File: src/rtl/servo_access_arbiter_pkg.sv
// Shared types and constants for the servo access arbiter and its slew limiter.
// Holds requester indices, FSM state encodings, default angles and the clamp helper.
package servo_access_arbiter_pkg;

  typedef logic [7:0] angle_t;

  localparam int REQ_EV1 = 0;
  localparam int REQ_EV2 = 1;
  localparam int REQ_PUZ = 2;
  localparam int N_REQ_DEFAULT = REQ_PUZ + 1;

  localparam angle_t IDLE_ANGLE_DEFAULT = 8'd90;
  localparam angle_t MAX_ANGLE_DEFAULT  = 8'd180;

  localparam logic [1:0] ST_IDLE   = 2'd0;
  localparam logic [1:0] ST_OWNED  = 2'd1;
  localparam logic [1:0] ST_RETURN = 2'd2;

  function automatic angle_t clampAngle(input angle_t a, input angle_t ceiling);
    return (a > ceiling) ? ceiling : a;
  endfunction

endpackage

File: src/rtl/servo_slew_limiter.sv
// Rate limiter that walks angle_out toward target by at most SLEW_STEP per tick.
// Only present when SERVO_ARB_SLEW_EN is defined; the arbiter bypasses it otherwise.
`ifdef SERVO_ARB_SLEW_EN
module servo_slew_limiter
  import servo_access_arbiter_pkg::*;
#(
  parameter angle_t IDLE_ANGLE = IDLE_ANGLE_DEFAULT,
  parameter angle_t SLEW_STEP  = 8'd2
) (
  input  logic   clk,
  input  logic   rst,
  input  angle_t target,
  input  logic   tick,
  output angle_t angle_out,
  output logic   settled
);

  angle_t angle_q, angle_d, dist, stepSize;
  logic   goUp;

  // Direction is decided before subtracting so the distance never wraps,
  // and the step is capped by the remaining distance so it never overshoots.
  always_comb begin
    goUp     = target > angle_q;
    dist     = goUp ? (target - angle_q) : (angle_q - target);
    stepSize = (dist < SLEW_STEP) ? dist : SLEW_STEP;
    angle_d  = angle_q;
    if (tick) begin
      angle_d = goUp ? (angle_q + stepSize) : (angle_q - stepSize);
    end
  end

  always_ff @(posedge clk or posedge rst) begin
    if (rst) begin
      angle_q <= IDLE_ANGLE;
    end else begin
      angle_q <= angle_d;
    end
  end

  assign angle_out = angle_q;
  assign settled   = (angle_q == target);

endmodule
`endif

File: src/rtl/servo_access_arbiter.sv
// Fixed-priority servo owner arbiter with preemption, angle clamping and a registered output angle.
// Build option: define SERVO_ARB_SLEW_EN to slew-limit angle_out; otherwise angle_out follows the target one cycle later.
module servo_access_arbiter
  import servo_access_arbiter_pkg::*;
#(
  parameter int     N_REQ      = N_REQ_DEFAULT,
  parameter angle_t IDLE_ANGLE = IDLE_ANGLE_DEFAULT,
  parameter angle_t MAX_ANGLE  = MAX_ANGLE_DEFAULT,
  parameter int     SLEW_DIV   = 50000,
  parameter angle_t SLEW_STEP  = 8'd2
) (
  input  logic               clk,
  input  logic               rst,
  input  logic [N_REQ-1:0]   req,
  input  logic [8*N_REQ-1:0] angle_req,
  output logic [N_REQ-1:0]   grant,
  output logic [7:0]         angle_out,
  output logic               settled,
  output logic               preempt
);

  localparam int IDX_W = (N_REQ > 1) ? $clog2(N_REQ) : 1;

  logic [1:0]       state_q, state_d;
  logic [N_REQ-1:0] grant_q, grant_d, bestOneHot;
  logic [IDX_W-1:0] bestIdx, ownerIdx;
  logic             anyReq, preempt_q, preempt_d;
  angle_t           target_q, target_d, angleNow;

  // Lowest set index wins; descending loop leaves the smallest index last.
  always_comb begin
    bestIdx  = '0;
    ownerIdx = '0;
    for (int i = N_REQ - 1; i >= 0; i--) begin
      if (req[i]) begin
        bestIdx = IDX_W'(i);
      end
      if (grant_q[i]) begin
        ownerIdx = IDX_W'(i);
      end
    end
    anyReq     = |req;
    bestOneHot = req & (~req + N_REQ'(1));
  end

  // While owned, the best pending request always takes the grant; it only
  // counts as preemption when it outranks the current owner.
  always_comb begin
    state_d   = state_q;
    grant_d   = grant_q;
    preempt_d = 1'b0;
    case (state_q)
      ST_IDLE: begin
        if (anyReq) begin
          state_d = ST_OWNED;
          grant_d = bestOneHot;
        end
      end
      ST_OWNED: begin
        if (anyReq) begin
          grant_d   = bestOneHot;
          preempt_d = (bestIdx < ownerIdx);
        end else begin
          grant_d = '0;
          state_d = ST_RETURN;
        end
      end
      ST_RETURN: begin
        if (anyReq) begin
          state_d = ST_OWNED;
          grant_d = bestOneHot;
        end else if (angleNow == IDLE_ANGLE) begin
          state_d = ST_IDLE;
        end
      end
      default: begin
        state_d = ST_IDLE;
        grant_d = '0;
      end
    endcase
  end

  always_comb begin
    target_d = IDLE_ANGLE;
    for (int i = 0; i < N_REQ; i++) begin
      if (grant_d[i]) begin
        target_d = clampAngle(angle_req[8*i +: 8], MAX_ANGLE);
      end
    end
  end

  always_ff @(posedge clk or posedge rst) begin
    if (rst) begin
      state_q   <= ST_IDLE;
      grant_q   <= '0;
      preempt_q <= 1'b0;
      target_q  <= IDLE_ANGLE;
    end else begin
      state_q   <= state_d;
      grant_q   <= grant_d;
      preempt_q <= preempt_d;
      target_q  <= target_d;
    end
  end

`ifdef SERVO_ARB_SLEW_EN
  localparam int CNT_W = (SLEW_DIV > 1) ? $clog2(SLEW_DIV) : 1;

  logic [CNT_W-1:0] slewCnt_q;
  logic             slewTick;

  // Free-running divider; target changes deliberately do not restart it.
  assign slewTick = (slewCnt_q == CNT_W'(SLEW_DIV - 1));

  always_ff @(posedge clk or posedge rst) begin
    if (rst) begin
      slewCnt_q <= '0;
    end else begin
      slewCnt_q <= slewTick ? '0 : (slewCnt_q + CNT_W'(1));
    end
  end

  servo_slew_limiter #(
    .IDLE_ANGLE (IDLE_ANGLE),
    .SLEW_STEP  (SLEW_STEP)
  ) u_slew (
    .clk       (clk),
    .rst       (rst),
    .target    (target_q),
    .tick      (slewTick),
    .angle_out (angleNow),
    .settled   (settled)
  );
`else
  angle_t angle_q;
  logic   unused_slew_cfg;

  always_ff @(posedge clk or posedge rst) begin
    if (rst) begin
      angle_q <= IDLE_ANGLE;
    end else begin
      angle_q <= target_q;
    end
  end

  assign angleNow        = angle_q;
  assign settled         = (angle_q == target_q);
  assign unused_slew_cfg = ^{SLEW_DIV, SLEW_STEP};
`endif

  assign grant     = grant_q;
  assign preempt   = preempt_q;
  assign angle_out = angleNow;

endmodule
File: config.mk
export PLATFORM = sky130hd
export DESIGN_NAME = servo_access_arbiter
export DESIGN_NICKNAME = d
export VERILOG_FILES = /design/src/rtl/servo_access_arbiter_pkg.sv /design/src/rtl/servo_slew_limiter.sv /design/src/rtl/servo_access_arbiter.sv
export SDC_FILE = /design/constraint.sdc
export NUM_CORES = 1
export LEC_CHECK = 0
export CORE_MARGIN = 4
export CORE_UTILIZATION = 45
export CTS_BUF_LIST = sky130_fd_sc_hd__clkbuf_16
export DETAILED_ROUTE_END_ITERATION = 10
export HOLD_SLACK_MARGIN = 0.02
export PLACE_DENSITY_LB_ADDON = 0.05
export SYNTH_ARGS = -nofsm -noshare
export SYNTH_HDL_FRONTEND = slang
export SYNTH_SLANG_ARGS = --single-unit
export TNS_END_PERCENT = 10
File: constraint.sdc
create_clock -name clk -period 2.4 [get_ports clk]
set_input_delay 0.48 -clock clk [delete_from_list [all_inputs] [get_ports clk]]
set_output_delay 0.48 -clock clk [all_outputs]
set_load 0.05 [all_outputs]
==> qor.csv <==
metric,value,unit
run_status,"complete, no violations",
overflow,0,
layout-drive-gt1-share,12.1,%
hold_path_class,register to register,
worst-setup-path-type,register to primary output,
floorplan.initialDensity,47.3,%
cts_setup_buffers,0,
m1WireLength,1200,um
portBuffers,41,
cp-start-kind,register,
die_h,59.0,um
vdd_drop_max,0.000575,V
wl_per_cell,14.7,um
post-route-min-period,2080,ps
max-slew-margin-rel,66.7,%
synth_ff_type,dfrtp_1,
fin_tns_setup,0,ps
power_density,705,nW/um^2
area_delta_synth_final,46.2,%
cpMaxStageDelayCell,clkdlybuf4s50_1,
synth_edf_count,0,
core_area,2480,um^2
clk_latency,250,ps
drt_iter0_markers,16,
ys_types,43,
synth_xor_area_share,5.98,%
cp.required,1920,ps
hpwl,2170,um
path_cells,clkdlybuf4s50_1,
postLayoutCoreUtil,69.2,%
grt_max_degree,23,
yosysSeqAreaShare,47.8,%
clk_path_buf_depth,2,
fmax,480,MHz
drv_slew,0,
topRoutingLayerUsed,met4,
ys_top_cells_by_area,"dfrtp_1 (30%), dfstp_2 (18%), a21oi_1 (6.0%), xnor2_1 (6.0%), nand4_1 (2.1%)",
grt.total_usage,17.8,%
async_flop_share,100,%
drc_errors,0,
yosys.area_share.simple,18.8,%
netlist_area,1170,um^2
drtPass1Iterations,4,
critPathCaptureType,primary output,
viasPerCell,5.53,
cts_tree,built,
io_pins,42,
worstPathArrival,1600,ps
cts_hold_repair.buffers,0,
worst-path-buf-inv,1,
num_vias,1034,
cts_max_level,1,
synth_common_cells,"a21oi_1 (14), dfrtp_1 (14), dfstp_2 (8), xnor2_1 (8), inv_1 (6)",
cp_max_fo,3,
antenna_found_initial,0,
synth_top_family_by_area,compound AO/OA/AOI/OAI gates,
cts.sinks,22,
final_antenna_net_count,0,
grt_pass1_vias,1104,
rsz0062_at_grt,false,
grt_first_pass_wirelength,4680,um
finalHoldViolCount,0,
final-setup-viol-count,0,
clk_pin_slew,60,ps
slowest_delay,800,ps
diodes,0,
synth_fp_nets,143,
ys_seq_elements,22,
floorplan.rows,18,
cp_top_family,buffers and inverters,
yosys_warnings,0,
period_share,86.9,%
wl_met2,1320,um
finalNetCount,188,
synth_fa_ha_area_share,1.07,%
die_w,59.0,um
gp_congestion,0.975,
avgSynthCellArea,10.4,um^2
design.die.area,3490,um^2
wirelength,2750,um
synth_top_area_share,29.9,%
cts_buffers,3,
route.met3.wl,180,um
skew,0.859,ps
synth_compound_area_share,22.3,%
synth_area_leader_cell,dfrtp_1,
worst_slew_pin_slew,498,ps
p_leak,0.691,nW
max_cap_viol_count,0,
post_cts_resized,0,
cts-root-buf,clkbuf_16,
syn_inst,113,
synthMuxAreaShare,0,%
[registers in the layout, indices dropped and copies added, names as in the netlist]
signal / flops
state_q: 2
target_q: 8
angle_out: 8
grant: 3
preempt: 1
[final cells by class]
type,count,area [um^2]
Clock buffer,3,75.1
Clock inverter,1,30.0
Fill cell,187,763
Inverter,7,31.3
Multi-Input combinational cell,82,564
Sequential cell,22,561
Tap cell,30,37.5
Timing Repair Buffer,42,415
[worst paths after layout]
check	start	endpoint	slack [ps]	cells past startpoint
max	angle_out[4]	angle_out[4]	320	1
min	target_q[6]	angle_out[6]	370	0
max reg2reg	state_q[0]	target_q[5]	840	5
min reg2reg	target_q[6]	angle_out[6]	370	0
max in group asynchronous	rst	angle_out[1]	1560	3
min in group asynchronous	rst	target_q[7]	560	3
[routing by layer]
metal / track usage, % / vias to the layer above
met5: 0 / -
met4: 8.74 / 0
met3: 2.83 / 4
met2: 29.3 / 37
met1: 22.7 / 482
li1: - / 511
[cells by family after synthesis]
kind of cell | count (synthesis)
flops | 22
compound gates | 38
buf+inv | 9
simple gates | 35
xor+xnor | 8
fa+ha+maj | 1
[report_power, final]
part	switching (mW)	leakage (nW)	total (mW)	internal [mW]
Sequential	0.0335	0.258	0.456	0.423
Clock	0.125	0.0511	0.456	0.331
Combinational	0.160	0.382	0.295	0.136
Total	0.319	0.691	1.21	0.889
[per-stage QoR]
step                power (mW)  instance area [um^2]  setup WS [ps]  std cells  hold slack, ps
floorplan                0.635                  1170            318        113             360
global placement         0.754                  1610            345        183             363
detailed placement       0.758                  1610            293        183             365
CTS                       1.22                  1710            302        187             376
global route              1.26                  1710            289        187             380
finish                    1.21                  1710            315        187             372
[placed cells by master (no fill, tap or decap), drive strengths merged, types with 2 or more instances in the layout]
cell type / instances
clkdlybuf4s50: 40
a21oi: 14
dfrtp: 14
xnor2: 8
dfstp: 8
inv: 6
nand2: 5
nor2: 5
nand4: 4
nand3: 4
nand2b: 3
a21boi: 3
nand3b: 3
clkbuf: 3
o21ai: 3
nor3b: 2
a31oi: 2
o211a: 2
o32ai: 2
nor4bb: 2
buf: 2
o21bai: 2
(Power assumes the default switching activity.)
